--- config.mk ---
export PLATFORM = sky130hd
export DESIGN_NAME = z80_bus_tracer
export DESIGN_NICKNAME = d
export VERILOG_FILES = /design/src/rtl/z80_trace_pkg.sv /design/src/rtl/z80_trace_fifo.sv /design/src/rtl/z80_bus_tracer.sv
export SDC_FILE = /design/constraint.sdc
export NUM_CORES = 1
export LEC_CHECK = 0
export BUFFER_PORTS_ARGS = -buffer_cell sky130_fd_sc_hd__buf_2
export CAP_MARGIN = 0
export CORE_MARGIN = 1.5
export CORE_UTILIZATION = 35
export CTS_CLUSTER_DIAMETER = 100
export DETAILED_ROUTE_END_ITERATION = 16
export PLACE_DENSITY = 0.56
export SYNTH_ARGS = -nofsm -noshare
export SYNTH_HDL_FRONTEND = slang
export SYNTH_SLANG_ARGS = --single-unit
--- constraint.sdc ---
create_clock -name clk -period 10.4 [get_ports clk]
set_input_delay 1.04 -clock clk [delete_from_list [all_inputs] [get_ports clk]]
set_output_delay 1.04 -clock clk [all_outputs]
set_load 0.005 [all_outputs]
--- src/rtl/z80_trace_pkg.sv ---
// Shared types and bus-decode helpers for the Z80 bus tracer.
package z80_trace_pkg;

   // Bus cycle class recorded in the top three bits of every trace record.
   typedef enum logic [2:0] {
      M1   = 3'd0,
      MR   = 3'd1,
      MW   = 3'd2,
      IR   = 3'd3,
      IW   = 3'd4,
      INTA = 3'd5
   } trc_type_e;

   // Wait-injection FSM states.
   typedef enum logic [1:0] {
      ST_IDLE,
      ST_WAIT,
      ST_ACTIVE,
      ST_COMMIT
   } trc_state_e;

   localparam int TRC_TS_W = 16;

   // Record fields that do not depend on the timestamp width.
   typedef struct packed {
      trc_type_e   typ;
      logic [15:0] addr;
      logic [7:0]  data;
   } trc_hdr_t;

   // Full record layout at the default timestamp width.
   typedef struct packed {
      trc_type_e             typ;
      logic [15:0]           addr;
      logic [7:0]            data;
      logic [TRC_TS_W-1:0]   ts;
   } trc_rec_t;

   // True when the strobe combination forms any recognised bus cycle.
   function automatic logic bus_hit(input logic n_mreq, input logic n_iorq,
                                    input logic n_rd, input logic n_wr,
                                    input logic n_m1);
      return (!n_mreq && (!n_rd || !n_wr)) ||
             (!n_iorq && (!n_m1 || !n_rd || !n_wr));
   endfunction

   // Priority decode of the cycle class; only meaningful when bus_hit is true.
   function automatic trc_type_e bus_decode(input logic n_mreq, input logic n_iorq,
                                            input logic n_rd, input logic n_wr,
                                            input logic n_m1);
      if (!n_m1 && !n_mreq && !n_rd) return M1;
      if (!n_m1 && !n_iorq)          return INTA;
      if (!n_mreq && !n_rd)          return MR;
      if (!n_mreq && !n_wr)          return MW;
      if (!n_iorq && !n_rd)          return IR;
      return IW;
   endfunction

   // The strobe whose release ends a cycle of the given class is still low.
   function automatic logic qual_low(input trc_type_e t, input logic n_iorq,
                                     input logic n_rd, input logic n_wr);
      case (t)
         INTA:    return !n_iorq;
         MW, IW:  return !n_wr;
         default: return !n_rd;
      endcase
   endfunction

endpackage

--- src/rtl/z80_trace_fifo.sv ---
// Synchronous trace FIFO; pointers carry an extra wrap bit for full/empty.
module z80_trace_fifo #(
   parameter int DEPTH = 16,
   parameter int WIDTH = 8
) (
   input  logic                     clk,
   input  logic                     reset,
   input  logic                     push,
   input  logic [WIDTH-1:0]         wdata,
   input  logic                     pop,
   output logic [WIDTH-1:0]         rdata,
   output logic                     full,
   output logic                     empty,
   output logic [$clog2(DEPTH):0]   level
);
   localparam int AW = $clog2(DEPTH);

   logic [WIDTH-1:0] mem [DEPTH];
   logic [AW:0]      wr_ptr;
   logic [AW:0]      rd_ptr;
   logic             rd_ok;
   logic             wr_ok;

   // A pop frees the slot first, so a push into a full FIFO with a pop succeeds.
   assign rd_ok = pop && !empty;
   assign wr_ok = push && (!full || rd_ok);

   assign level = wr_ptr - rd_ptr;
   assign empty = (wr_ptr == rd_ptr);
   assign full  = (level == (AW+1)'(DEPTH));
   assign rdata = mem[rd_ptr[AW-1:0]];

   // Pointer update for accepted pushes and pops.
   always_ff @(posedge clk or posedge reset) begin
      if (reset) begin
         wr_ptr <= '0;
         rd_ptr <= '0;
      end else begin
         if (wr_ok) wr_ptr <= wr_ptr + 1'b1;
         if (rd_ok) rd_ptr <= rd_ptr + 1'b1;
      end
   end

   // Record storage; contents need no reset because empty masks them.
   always_ff @(posedge clk) begin
      if (wr_ok) mem[wr_ptr[AW-1:0]] <= wdata;
   end

endmodule

--- src/rtl/z80_bus_tracer.sv ---
// Passive Z80 bus monitor: logs each bus cycle into a trace FIFO and
// stretches cycles with programmable wait states via nWAIT.
module z80_bus_tracer
   import z80_trace_pkg::*;
#(
   parameter int DEPTH  = 16,
   parameter int TS_W   = 16,
   parameter int WAIT_W = 4,
   parameter int DROP_W = 8
) (
   input  logic                     clk,
   input  logic                     reset,
   input  logic                     enable,
   input  logic [WAIT_W-1:0]        wait_mem,
   input  logic [WAIT_W-1:0]        wait_io,
   input  logic [WAIT_W-1:0]        wait_m1,
   input  logic                     nMREQ,
   input  logic                     nIORQ,
   input  logic                     nRD,
   input  logic                     nWR,
   input  logic                     nM1,
   input  logic [15:0]              A,
   input  logic [7:0]               D,
   output logic                     nWAIT,
   output logic                     trc_valid,
   input  logic                     trc_ready,
   output logic [3+16+8+TS_W-1:0]   trc_data,
   output logic [$clog2(DEPTH):0]   trc_level,
   output logic                     overflow,
   output logic [DROP_W-1:0]        drop_cnt
);
   localparam int REC_W = 3 + 16 + 8 + TS_W;

   trc_state_e        state;
   trc_type_e         cyc_type;
   trc_type_e         dec_type;
   logic [WAIT_W-1:0] wait_cnt;
   logic [WAIT_W-1:0] start_wait;
   logic [TS_W-1:0]   ts;
   logic [TS_W-1:0]   ts_start;
   logic [15:0]       addr_cap;
   logic [7:0]        data_cap;
   logic              prev_mreq, prev_iorq, prev_rd, prev_wr, prev_m1;
   logic              start;
   logic              cur_low;
   logic              push;
   logic              pop_fire;
   logic              fifo_full;
   logic              fifo_empty;
   trc_hdr_t          hdr;
   logic [REC_W-1:0]  rec;

   function automatic logic [WAIT_W-1:0] wait_sel(input trc_type_e t);
      case (t)
         M1:      return wait_m1;
         MR, MW:  return wait_mem;
         default: return wait_io;
      endcase
   endfunction

   // A cycle starts when a valid strobe combination appears that was absent last clk.
   assign dec_type   = bus_decode(nMREQ, nIORQ, nRD, nWR, nM1);
   assign start_wait = wait_sel(dec_type);
   assign start      = enable && (state == ST_IDLE) &&
                       bus_hit(nMREQ, nIORQ, nRD, nWR, nM1) &&
                       !bus_hit(prev_mreq, prev_iorq, prev_rd, prev_wr, prev_m1);
   assign cur_low    = qual_low(cyc_type, nIORQ, nRD, nWR);

   assign push      = (state == ST_COMMIT);
   assign pop_fire  = trc_valid && trc_ready;
   assign trc_valid = !fifo_empty;
   assign hdr       = '{typ: cyc_type, addr: addr_cap, data: data_cap};
   assign rec       = {hdr, ts_start};

   // Strobe history for start detection.
   always_ff @(posedge clk or posedge reset) begin
      if (reset) begin
         prev_mreq <= 1'b1;
         prev_iorq <= 1'b1;
         prev_rd   <= 1'b1;
         prev_wr   <= 1'b1;
         prev_m1   <= 1'b1;
      end else begin
         prev_mreq <= nMREQ;
         prev_iorq <= nIORQ;
         prev_rd   <= nRD;
         prev_wr   <= nWR;
         prev_m1   <= nM1;
      end
   end

   // Timestamp and wait-injection FSM; nWAIT is a registered output.
   always_ff @(posedge clk or posedge reset) begin
      if (reset) begin
         ts       <= '0;
         ts_start <= '0;
         state    <= ST_IDLE;
         cyc_type <= M1;
         wait_cnt <= '0;
         nWAIT    <= 1'b1;
      end else begin
         if (enable) ts <= ts + 1'b1;
         case (state)
            ST_IDLE: begin
               if (start) begin
                  cyc_type <= dec_type;
                  ts_start <= ts;
                  if (start_wait != '0) begin
                     state    <= ST_WAIT;
                     wait_cnt <= start_wait;
                     nWAIT    <= 1'b0;
                  end else begin
                     state <= ST_ACTIVE;
                  end
               end
            end
            ST_WAIT: begin
               if (!cur_low) begin
                  // Strobe released during the wait: glitch, drop the cycle.
                  state <= ST_IDLE;
                  nWAIT <= 1'b1;
               end else if (wait_cnt == WAIT_W'(1)) begin
                  state <= ST_ACTIVE;
                  nWAIT <= 1'b1;
               end else begin
                  wait_cnt <= wait_cnt - 1'b1;
               end
            end
            ST_ACTIVE: begin
               if (!cur_low) state <= ST_COMMIT;
            end
            default: begin
               state <= ST_IDLE;
            end
         endcase
      end
   end

   // Address/data capture while the qualifying strobe is low.
   always_ff @(posedge clk) begin
      if (start || (((state == ST_WAIT) || (state == ST_ACTIVE)) && cur_low)) begin
         addr_cap <= A;
         data_cap <= D;
      end
   end

   // Dropped-record bookkeeping: sticky overflow and saturating count.
   always_ff @(posedge clk or posedge reset) begin
      if (reset) begin
         overflow <= 1'b0;
         drop_cnt <= '0;
      end else if (push && fifo_full && !pop_fire) begin
         overflow <= 1'b1;
         if (drop_cnt != '1) drop_cnt <= drop_cnt + 1'b1;
      end
   end

   z80_trace_fifo #(
      .DEPTH (DEPTH),
      .WIDTH (REC_W)
   ) u_fifo (
      .clk   (clk),
      .reset (reset),
      .push  (push),
      .wdata (rec),
      .pop   (pop_fire),
      .rdata (trc_data),
      .full  (fifo_full),
      .empty (fifo_empty),
      .level (trc_level)
   );

endmodule
==> flow_metrics.env <==
export IMPL_fp_dieW_um=296
export IMPL_fin_util_pct=41.0
export IMPL_critPathMaxFanout=50
export IMPL_crit_top_cell="mux4_2"
export IMPL_fin_skew_ns=0.0288
export IMPL_critPathKind="reg2out"
export IMPL_dp_hpwl_um=31000
export IMPL_numPortBuffers=103
export IMPL_ir_drop_uv=200
export IMPL_critPathLaunchType="register"
export IMPL_maxCapViolCount=0
export IMPL_start_util_pct=35.4
export IMPL_place_congestion=0.714
export IMPL_endpoint_kind="primary output"
export IMPL_max_freq_ghz=0.200
export IMPL_insertion_delay_ns=0.64
export IMPL_drive_gt1_share_pct=34.9
export IMPL_fillCellCount=7478
export IMPL_yosysUniqueCellTypes=72
export IMPL_grt_antenna_before_repair=1
export IMPL_syn_nets=1383
export IMPL_max_stage_delay_ns=0.94
export IMPL_clk_pin_slew_ns=0.06
export IMPL_cpMaxStageDelayCell="buf_4"
export IMPL_finalSetupViolCount=0
export IMPL_async_flop_share_pct=8.48
export IMPL_vias=14000
export IMPL_core_area_um2=85100
export IMPL_p_total_w=0.00959
export IMPL_area_delta_synth_final_pct=16.0
export IMPL_syn_inst=1319
export IMPL_wire_per_inst_um=24.8
export IMPL_die_h_um=296
export IMPL_ys_flop_type="edfxtp_1"
export IMPL_ys_warn_count=0
export IMPL_rsz0062_at_grt="no"
export IMPL_cts_htree_levels=3
export IMPL_die_area_um2=87800
export IMPL_tns_ns=0
export IMPL_final_cell_mix="edfxtp_1 (712), mux4_2 (215), buf_2 (103)"
export IMPL_finalNetCount=1540
export IMPL_r2r_slack_ns=6.19
export IMPL_final_cells=2689
export IMPL_register_area_um2=23000
export IMPL_wirelength_um=66800
export IMPL_p_per_area_nw_per_um2=275
export IMPL_cp_required_ns=9.36
export IMPL_pin_count=104
export IMPL_synth_top_area_share_pct=71.0
export IMPL_first_pass_iters=5
export IMPL_timing_slew_headroom_pct=25.4
export IMPL_ys_ff_latch=778
export IMPL_cts_buffers=84
export IMPL_cp_cell_sequence="buf_4, mux4_2, mux4_2, buf_2"
export IMPL_grt_first_pass_wirelength_um=97900
export IMPL_drt_first_iter_violations=1162
export IMPL_tightest_slew_ns=1.12
export IMPL_holdCritPathClass="reg2reg"
export IMPL_route_detailed_drc=0
export IMPL_hold_violations=0
export IMPL_antenna_cells=0
export IMPL_ctsRootBufferMaster="clkbuf_16"
export IMPL_cts_hold_fix_buffers=0
export IMPL_period_share_pct=48.0
export IMPL_slew_violations=0
export IMPL_globalRouteOverflowTotal=0
export IMPL_grt_pass1_vias=14800
export IMPL_layout_commonest_cell="edfxtp_1"
export IMPL_yosysTopAreaCell="edfxtp_1"
export IMPL_num_rows=107
export IMPL_post_cts_resized=0
export IMPL_synth_edff_count=712
export IMPL_via_per_inst=5.20
export IMPL_cts_tree="yes"
export IMPL_syn_mean_instance_area_um2=22.8
export IMPL_status="complete, no violations"
export IMPL_p_leak_nw=11.4
export IMPL_synth_cell_area_um2=30100
export IMPL_clock_path_buffers=3
export IMPL_post_cts_setup_buffer_count=0
export IMPL_synth_area_leaders="edfxtp_1 (71%), mux4_2 (16%), dfrtp_1 (5.0%)"
export IMPL_multiInputGateArea_um2=6850
export IMPL_dp_cells=2534
export IMPL_grt_usage_pct=15.5
export IMPL_ant_nets=0
export IMPL_min_period_ns=4.99
export IMPL_yosysSeqAreaShare_pct=76.5
export IMPL_arrival_ns=3.95
export IMPL_cts_sink_count=778
export IMPL_grt_start_max_net_pins=137
## power breakdown
part	switching, W	internal [W]	total, W	leakage (nW)
clock network	0.00124	0.00176	0.00300	1.37
logic	0.00116	0.00115	0.00231	2.71
registers	0.000381	0.00390	0.00429	7.30
## per-stage QoR
stage	area (µm²)	worst slack [ns]	hold WS, ns
global placement	32100	6.03	0.439
CTS	34900	5.31	0.457
detailed placement	32100	5.99	0.443
floorplan	30100	4.63	0.442
global route	34900	5.13	0.471
finish	34900	5.41	0.449
## cell type report
cell class                      instances  share of cell area, %
Sequential cell                       778                   66.0
Multi-Input combinational cell        463                   19.6
Clock buffer                           98                   6.32
Tap cell                             1144                   4.10
Timing Repair Buffer                  128                   2.05
Clock inverter                         57                   1.71
Inverter                               21                  0.233
## final timing paths
| path | startpoint | end | depth (start not counted) |
|---|---|---|---|
| max | u_fifo.rd_ptr[0] | trc_data[3] | 4 |
| min | overflow | overflow | 1 |
| max reg2reg | u_fifo.rd_ptr[1] | u_fifo.mem[5][18] | 9 |
| min reg2reg | overflow | overflow | 1 |
| max in group asynchronous | reset | u_fifo.rd_ptr[0] | 3 |
| min in group asynchronous | reset | ts_start[7] | 3 |
## metal layers
metal | GRT usage [%] | up-vias | wire (µm)
met4 | 4.16 | 2 | 1470
met1 | 21.3 | 7623 | 29000
met2 | 25.3 | 375 | 33100
met3 | 2.80 | 95 | 3300
met5 | 0 | - | 11
li1 | - | 5881 | -
## cell families (layout without fill, tap and decap cells)
logic type,Yosys count,count (layout),synth area share (%)
multiplexers,235,235,16.8
adder cells (fa/ha/maj),19,19,0.815
AND/OR/NAND/NOR,124,124,2.20
XOR/XNOR,33,33,0.960
buffers and inverters,78,304,1.15
flip-flops,778,778,76.5
AO/OA/AOI/OAI,52,52,1.49
## Yosys cell counts, drive strengths merged (4+ instances only)
cell / number
or2: 5
a211oi: 4
o21ai: 7
nor3: 9
xor2: 12
mux4: 215
edfxtp: 712
nand2: 25
nor4: 5
inv: 21
a21oi: 5
nand4: 14
clkbuf: 28
and3: 8
ha: 18
mux2: 20
a221oi: 4
dfstp: 6
buf: 29
nand3: 12
dfrtp: 60
nor2: 27
xnor2: 21
## sequential cells by signal (all words and copies together) (netlist names)
| name | cells |
|---|---|
| state | 2 |
| overflow | 1 |
| prev_mreq | 1 |
| wait_cnt | 4 |
| drop_cnt | 8 |
| u_fifo.rd_ptr | 5 |
| u_fifo.wr_ptr | 5 |
| u_fifo.mem | 688 |
| cyc_type | 3 |
| prev_iorq | 1 |
| addr_cap | 16 |
| prev_wr | 1 |
| prev_rd | 1 |
| data_cap | 8 |
| nWAIT | 1 |
| prev_m1 | 1 |
| ts_start | 16 |
| ts | 16 |
## worst max-delay path, delay by kind of cell (launching register included)
family	cells	cell delay (ns)
buf+inv	2	1.11
flops	1	0.92
mux	2	1.19
Note: power is estimated with default switching activity, not from simulation.
